File: config.mk
export PLATFORM = sky130hd
export DESIGN_NAME = sort_ctrl
export DESIGN_NICKNAME = d
export VERILOG_FILES = /design/src/rtl/sort_pkg.sv /design/src/rtl/sort_ctrl.sv
export SDC_FILE = /design/constraint.sdc
export NUM_CORES = 1
export LEC_CHECK = 0
export ABC_AREA = 1
export CORE_AREA = 5 5 55 57
export CTS_BUF_LIST = sky130_fd_sc_hd__clkbuf_8
export DETAILED_ROUTE_END_ITERATION = 16
export DIE_AREA = 0 0 60 62
export DONT_BUFFER_PORTS = 1
export MAX_ROUTING_LAYER = met4
export PLACE_DENSITY = 0.8
export REMOVE_ABC_BUFFERS = 1
export SYNTH_ARGS = -nofsm -noshare
export SYNTH_HDL_FRONTEND = slang
export SYNTH_SLANG_ARGS = --single-unit
File: constraint.sdc
create_clock -name clk -period 1.61 [get_ports clk]
set_input_delay 0.322 -clock clk [delete_from_list [all_inputs] [get_ports clk]]
set_output_delay 0.322 -clock clk [all_outputs]
set_load 0.01 [all_outputs]
File: src/rtl/sort_pkg.sv
// Shared types for the in-place RAM exchange-sort controller.
package sort_pkg;

  localparam int K = 16;

  typedef enum logic [3:0] {
    IDLE,
    LOAD_A,
    LOAD_B,
    CMP,
    WR_I,
    WR_J,
    RELOAD_A,
    NEXT_J,
    NEXT_I,
    DONE
  } sort_state_t;

endpackage

File: src/rtl/sort_ctrl.sv
// Control FSM for the RAM exchange sort: sequences counters i/j, registers A/B
// and RAM writes from the datapath flags, and keeps a saturating swap counter.
module sort_ctrl
  import sort_pkg::*;
#(
  parameter int SWAP_W = 16
) (
  input  logic              clk,
  input  logic              rst,
  input  logic              start,
  input  logic              zi,
  input  logic              zj,
  input  logic              AgtB,
  output logic              Wr,
  output logic              Li,
  output logic              Ei,
  output logic              Lj,
  output logic              Ej,
  output logic              EA,
  output logic              EB,
  output logic              Csel,
  output logic              Bout,
  output logic              done,
  output logic              busy,
  output logic [SWAP_W-1:0] swap_cnt
);

  sort_state_t       state_q, state_d;
  logic [SWAP_W-1:0] swap_cnt_q, swap_cnt_d;
  logic              busy_s;

  function automatic logic [SWAP_W-1:0] sat_inc(input logic [SWAP_W-1:0] v);
    return (&v) ? v : v + 1'b1;
  endfunction

  assign busy_s   = (state_q != IDLE) && (state_q != DONE);
  assign swap_cnt = swap_cnt_q;

  always_ff @(posedge clk) begin
    if (rst) begin
      state_q    <= IDLE;
      swap_cnt_q <= '0;
    end else begin
      state_q    <= state_d;
      swap_cnt_q <= swap_cnt_d;
    end
  end

  always_comb begin
    state_d    = state_q;
    swap_cnt_d = swap_cnt_q;
    case (state_q)
      IDLE: begin
        if (start) begin
          state_d    = LOAD_A;
          swap_cnt_d = '0;
        end
      end
      LOAD_A:   state_d = LOAD_B;
      LOAD_B:   state_d = CMP;
      CMP:      state_d = AgtB ? WR_I : NEXT_J;
      WR_I:     state_d = WR_J;
      WR_J: begin
        state_d    = RELOAD_A;
        swap_cnt_d = sat_inc(swap_cnt_q);
      end
      RELOAD_A: state_d = NEXT_J;
      NEXT_J:   state_d = zj ? NEXT_I : LOAD_B;
      NEXT_I:   state_d = zi ? DONE : LOAD_A;
      DONE:     if (!start) state_d = IDLE;
      default:  state_d = IDLE;
    endcase
    // Dropping start aborts any running sort; the statistic is left as-is.
    if (busy_s && !start) begin
      state_d    = IDLE;
      swap_cnt_d = swap_cnt_q;
    end
  end

  always_comb begin
    Wr   = 1'b0;
    Li   = 1'b0;
    Ei   = 1'b0;
    Lj   = 1'b0;
    Ej   = 1'b0;
    EA   = 1'b0;
    EB   = 1'b0;
    Csel = 1'b0;
    Bout = 1'b0;
    done = 1'b0;
    busy = busy_s;
    case (state_q)
      IDLE:     Li = 1'b1;
      LOAD_A: begin
        EA = 1'b1;
        Lj = 1'b1;
      end
      LOAD_B: begin
        Csel = 1'b1;
        EB   = 1'b1;
      end
      CMP: ;
      // Writes are suppressed on abort: the address mux already belongs to the host.
      WR_I: begin
        Bout = 1'b1;
        Wr   = start;
      end
      WR_J: begin
        Csel = 1'b1;
        Wr   = start;
      end
      RELOAD_A: EA = 1'b1;
      NEXT_J:   Ej = ~zj;
      NEXT_I:   Ei = ~zi;
      DONE:     done = 1'b1;
      default: ;
    endcase
    if (rst) begin
      Wr   = 1'b0;
      Li   = 1'b1;
      Ei   = 1'b0;
      Lj   = 1'b0;
      Ej   = 1'b0;
      EA   = 1'b0;
      EB   = 1'b0;
      Csel = 1'b0;
      Bout = 1'b0;
      done = 1'b0;
      busy = 1'b0;
    end
  end

endmodule

==> impl_metrics.json <==
{
  "synth_largest_type_area_fraction_pct": 27.5,
  "yosys_warnings": 0,
  "synth.most_common_cell": "nand2_1",
  "p_leak_uw": 0.000891,
  "crit_fanout": 8,
  "postSynth.topFlopCell": "dfxtp_1",
  "mappedNetlistArea_mm2": 0.00146,
  "place_ws_ns": 0.0576,
  "grt_pass1_vias": 1502,
  "timing.setup.critical_path_class": "register to primary output",
  "synth_common_cells": "nand2_1 (82), nor2_1 (33), inv_1 (29), dfxtp_1 (20), nand3_1 (20)",
  "grt_most_used_layer": "met2",
  "hold_path.startpoint": "rst",
  "synth_area_leaders": "dfxtp_1 (27%), nand2_1 (21%), nor2_1 (8.5%)",
  "vdd_ir_drop_max_mv": 0.635,
  "cts-hold-fix-buffers": 0,
  "cts_inserted_buffers": 3,
  "final_min_period_over_clock_period_pct": 101,
  "worst_clock_skew_ns": 0.00438,
  "routed_wire_length_per_instance_um": 15.5,
  "clock_tree_buf_depth": 2,
  "endpoint_kind": "primary output",
  "pin_count": 33,
  "count_of_tritonroute_iterations_in_the_first_routing_pass": 4,
  "fraction_of_registers_with_async_set_reset_pct": 0,
  "yosysUniqueCellTypes": 29,
  "nNetsFinal": 284,
  "source_to_sink_clock_delay_at_the_later_pin_of_the_worst_skew_pair_ns": 0.27,
  "worst_stage_delay_on_the_critical_path_ns": 0.43,
  "placementRows": 18,
  "number_of_h_tree_levels": 1,
  "chipWidth_um": 60,
  "global_route.usage.met3_pct": 3.93,
  "synth_enable_flop_cells": 0,
  "worst_hold_path.num_cells": 1,
  "final_estimated_routing_congestion_in_global_placement": 0.940,
  "layout.core_utilization_pct": 78.2,
  "min_delay_worst_endpoint": "swap_cnt[8]$_SDFFE_PP0P_",
  "netSwitchingPower_uw": 539,
  "cell_type_with_the_largest_total_area_after_synthesis": "dfxtp_1",
  "drc": 0,
  "ys_seq_elements": 20,
  "p_int_uw": 1000,
  "grt_first_pass_wirelength_um": 6850,
  "cellPowerDensity_mw_per_mm2": 810,
  "violations": "setup timing",
  "critical-path-top-delay-family": "simple AND/OR/NAND/NOR gates",
  "drtIter0Drc": 120,
  "tritoncts_num_sinks": 20,
  "globalRouteOverflowTotal": 0,
  "initial_utilization_pct": 59.9,
  "regToRegSetupSlack_ns": 0,
  "timing.max_slew.rel_slack_pct": 74.8,
  "tritoncts": "built",
  "setup.worst_path.start_class": "register",
  "unrepaired_setup_endpoints_after_global_routing": "yes",
  "clock-root-buffer": "clkbuf_8",
  "fp.dieArea_mm2": 0.00372,
  "detailed_place_hpwl_um": 3150,
  "drtAntennaViolNets": 0,
  "p_comb_share_pct": 29.9,
  "gr_util_all_layers_pct": 25.0,
  "postSynthAreaPerCell_um2": 6.00,
  "dieHeight_um": 62,
  "hold_slack_ns": 0.111,
  "globalRouteMet1Util_pct": 29.1,
  "final_cell_area_mm2": 0.00190,
  "hold_violations": 0,
  "core_area_mm2": 0.00243,
  "worst_r2r_path_depth": 8,
  "timing_worst_slew_pin_value_ns": 0.375,
  "timing.critical_path.required_ns": 1.29,
  "synth-seq-area-share_pct": 27.5,
  "timing.critical_path.buf_inv": 0,
  "achievable-frequency_mhz": 612,
  "maxCapViolations": 0,
  "total_number_of_vias": 1746,
  "critical-path-slowest-cell": "dfxtp_4",
  "final-max-slew-violation-count": 0,
  "cp_data_arrival_time_ns": 1.31,
  "share_seq_of_total_power_pct": 35.8,
  "pwr-share-clk_pct": 34.3,
  "tns_ns": -0.0235,
  "post_synth_inst_count": 243,
  "grt_start_max_net_pins": 17,
  "setup_violating_endpoint_count_in_the_final_report": 2,
  "drt-total-wl_um": 4760,
  "standard_cell_area_after_detailed_placement_mm2": 0.00170,
  "min-delay-path-class": "input port to register",
  "crit-reg2reg-capture": "swap_cnt[4]$_SDFFE_PP0P_",
  "post_route_cells_drive_above_1_share_pct": 28.3,
  "sw_frac_of_total_pct": 35.0,
  "critical_path.cell_chain": "nand2_2, or3_4, nor2_4",
  "post-route-min-period_ns": 1.63,
  "grt_antenna_before_repair": 0,
  "run_status": "finished with violations",
  "antenna_diode_count": 0,
  "syn_to_final_growth_pct": 30.5,
  "via_per_inst": 5.71,
  "r2r-start": "swap_cnt[4]$_SDFFE_PP0P_",
  "path_clk_slew_ns": 0.08,
  "use_met2_pct": 44.3,
  "portBuffers": 0,
  "setup_slack_ns": -0.0233
}
-- how the worst max path moves through the flow --
stage,startpoint,to,depth (start not counted)
5_1_grt,state_q[1]$_SDFFE_PP0P_,swap_cnt[4]$_SDFFE_PP0P_,9
3_5_place_dp,state_q[1]$_SDFFE_PP0P_,swap_cnt[12]$_SDFFE_PP0P_,11
2_1_floorplan,swap_cnt[1]$_SDFFE_PP0P_,swap_cnt[15]$_SDFFE_PP0P_,11
6_report,state_q[1]$_SDFFE_PP0P_,Ej,3
4_1_cts,state_q[2]$_SDFFE_PP0P_,Lj,4
3_3_place_gp,state_q[0]$_SDFFE_PP0P_,swap_cnt[9]$_SDFFE_PP0P_,9
-- through the flow --
stage                     instances  total power [uW]
after floorplan                 240               868
after global placement          299               960
after detailed placement        299               963
after CTS                       303              1480
after global routing            306              1610
final                           306              1540
-- cells by family (layout without fill, tap and decap cells) --
logic type | Yosys count | after routing | synth area share [%]
AO/OA/AOI/OAI | 21 | 21 | 8.15
XOR/XNOR | 2 | 2 | 1.20
flip-flops | 20 | 20 | 27.5
AND/OR/NAND/NOR | 162 | 162 | 52.4
buffers and inverters | 37 | 70 | 9.96
adder cells (fa/ha/maj) | 1 | 1 | 0.858
-- layout make-up --
| cell class | count | area, um2 |
|---|---|---|
| clock inverter | 1 | 30.0 |
| multi-input combinational | 186 | 1000 |
| sequential | 20 | 415 |
| clock buffer | 3 | 41.3 |
| tap | 30 | 37.5 |
| timing repair buffer | 32 | 244 |
| fill | 182 | 531 |
| inverter | 34 | 133 |
-- routing by layer --
layer / vias to the layer above / part of all wire [%] / routed length [um]
met5: - / 0 / 0
met4: 0 / 4.5 / 216
met3: 26 / 8.0 / 381
met2: 91 / 49 / 2330
met1: 799 / 38 / 1830
li1: 830 / - / -
-- sequential cells by signal (all words and copies together) (netlist names) --
signal	flops
state_q	4
swap_cnt	16
-- power groups by stage --
stage / Clock [uW] / Sequential [uW] / Combinational [uW]
6_report: 528 / 552 / 461
2_1_floorplan: 0 / 553 / 315
4_1_cts: 520 / 543 / 418
3_5_place_dp: 0 / 552 / 412
3_3_place_gp: 0 / 551 / 409
5_1_grt: 558 / 556 / 500
-- cells in the final DEF, fill, tap and decap left out, drive strengths merged, types with 4 or more instances in the layout --
master / Yosys / final
nand3: 20 / 20
nand2: 90 / 90
dfxtp: 20 / 20
inv: 32 / 33
nor2: 41 / 41
nand4: 4 / 4
a21oi: 10 / 10
buf: 1 / 32
o21ai: 4 / 4
-- timing repair --
item / in CTS / in global routing
pin swaps: 1 / 7
endpoints found under the setup margin: 14 / 21
resized for setup: 6 / 30
endpoints found under the hold margin: 0 / 0
buffers inserted: 0 / 3
(Power assumes the default switching activity.)
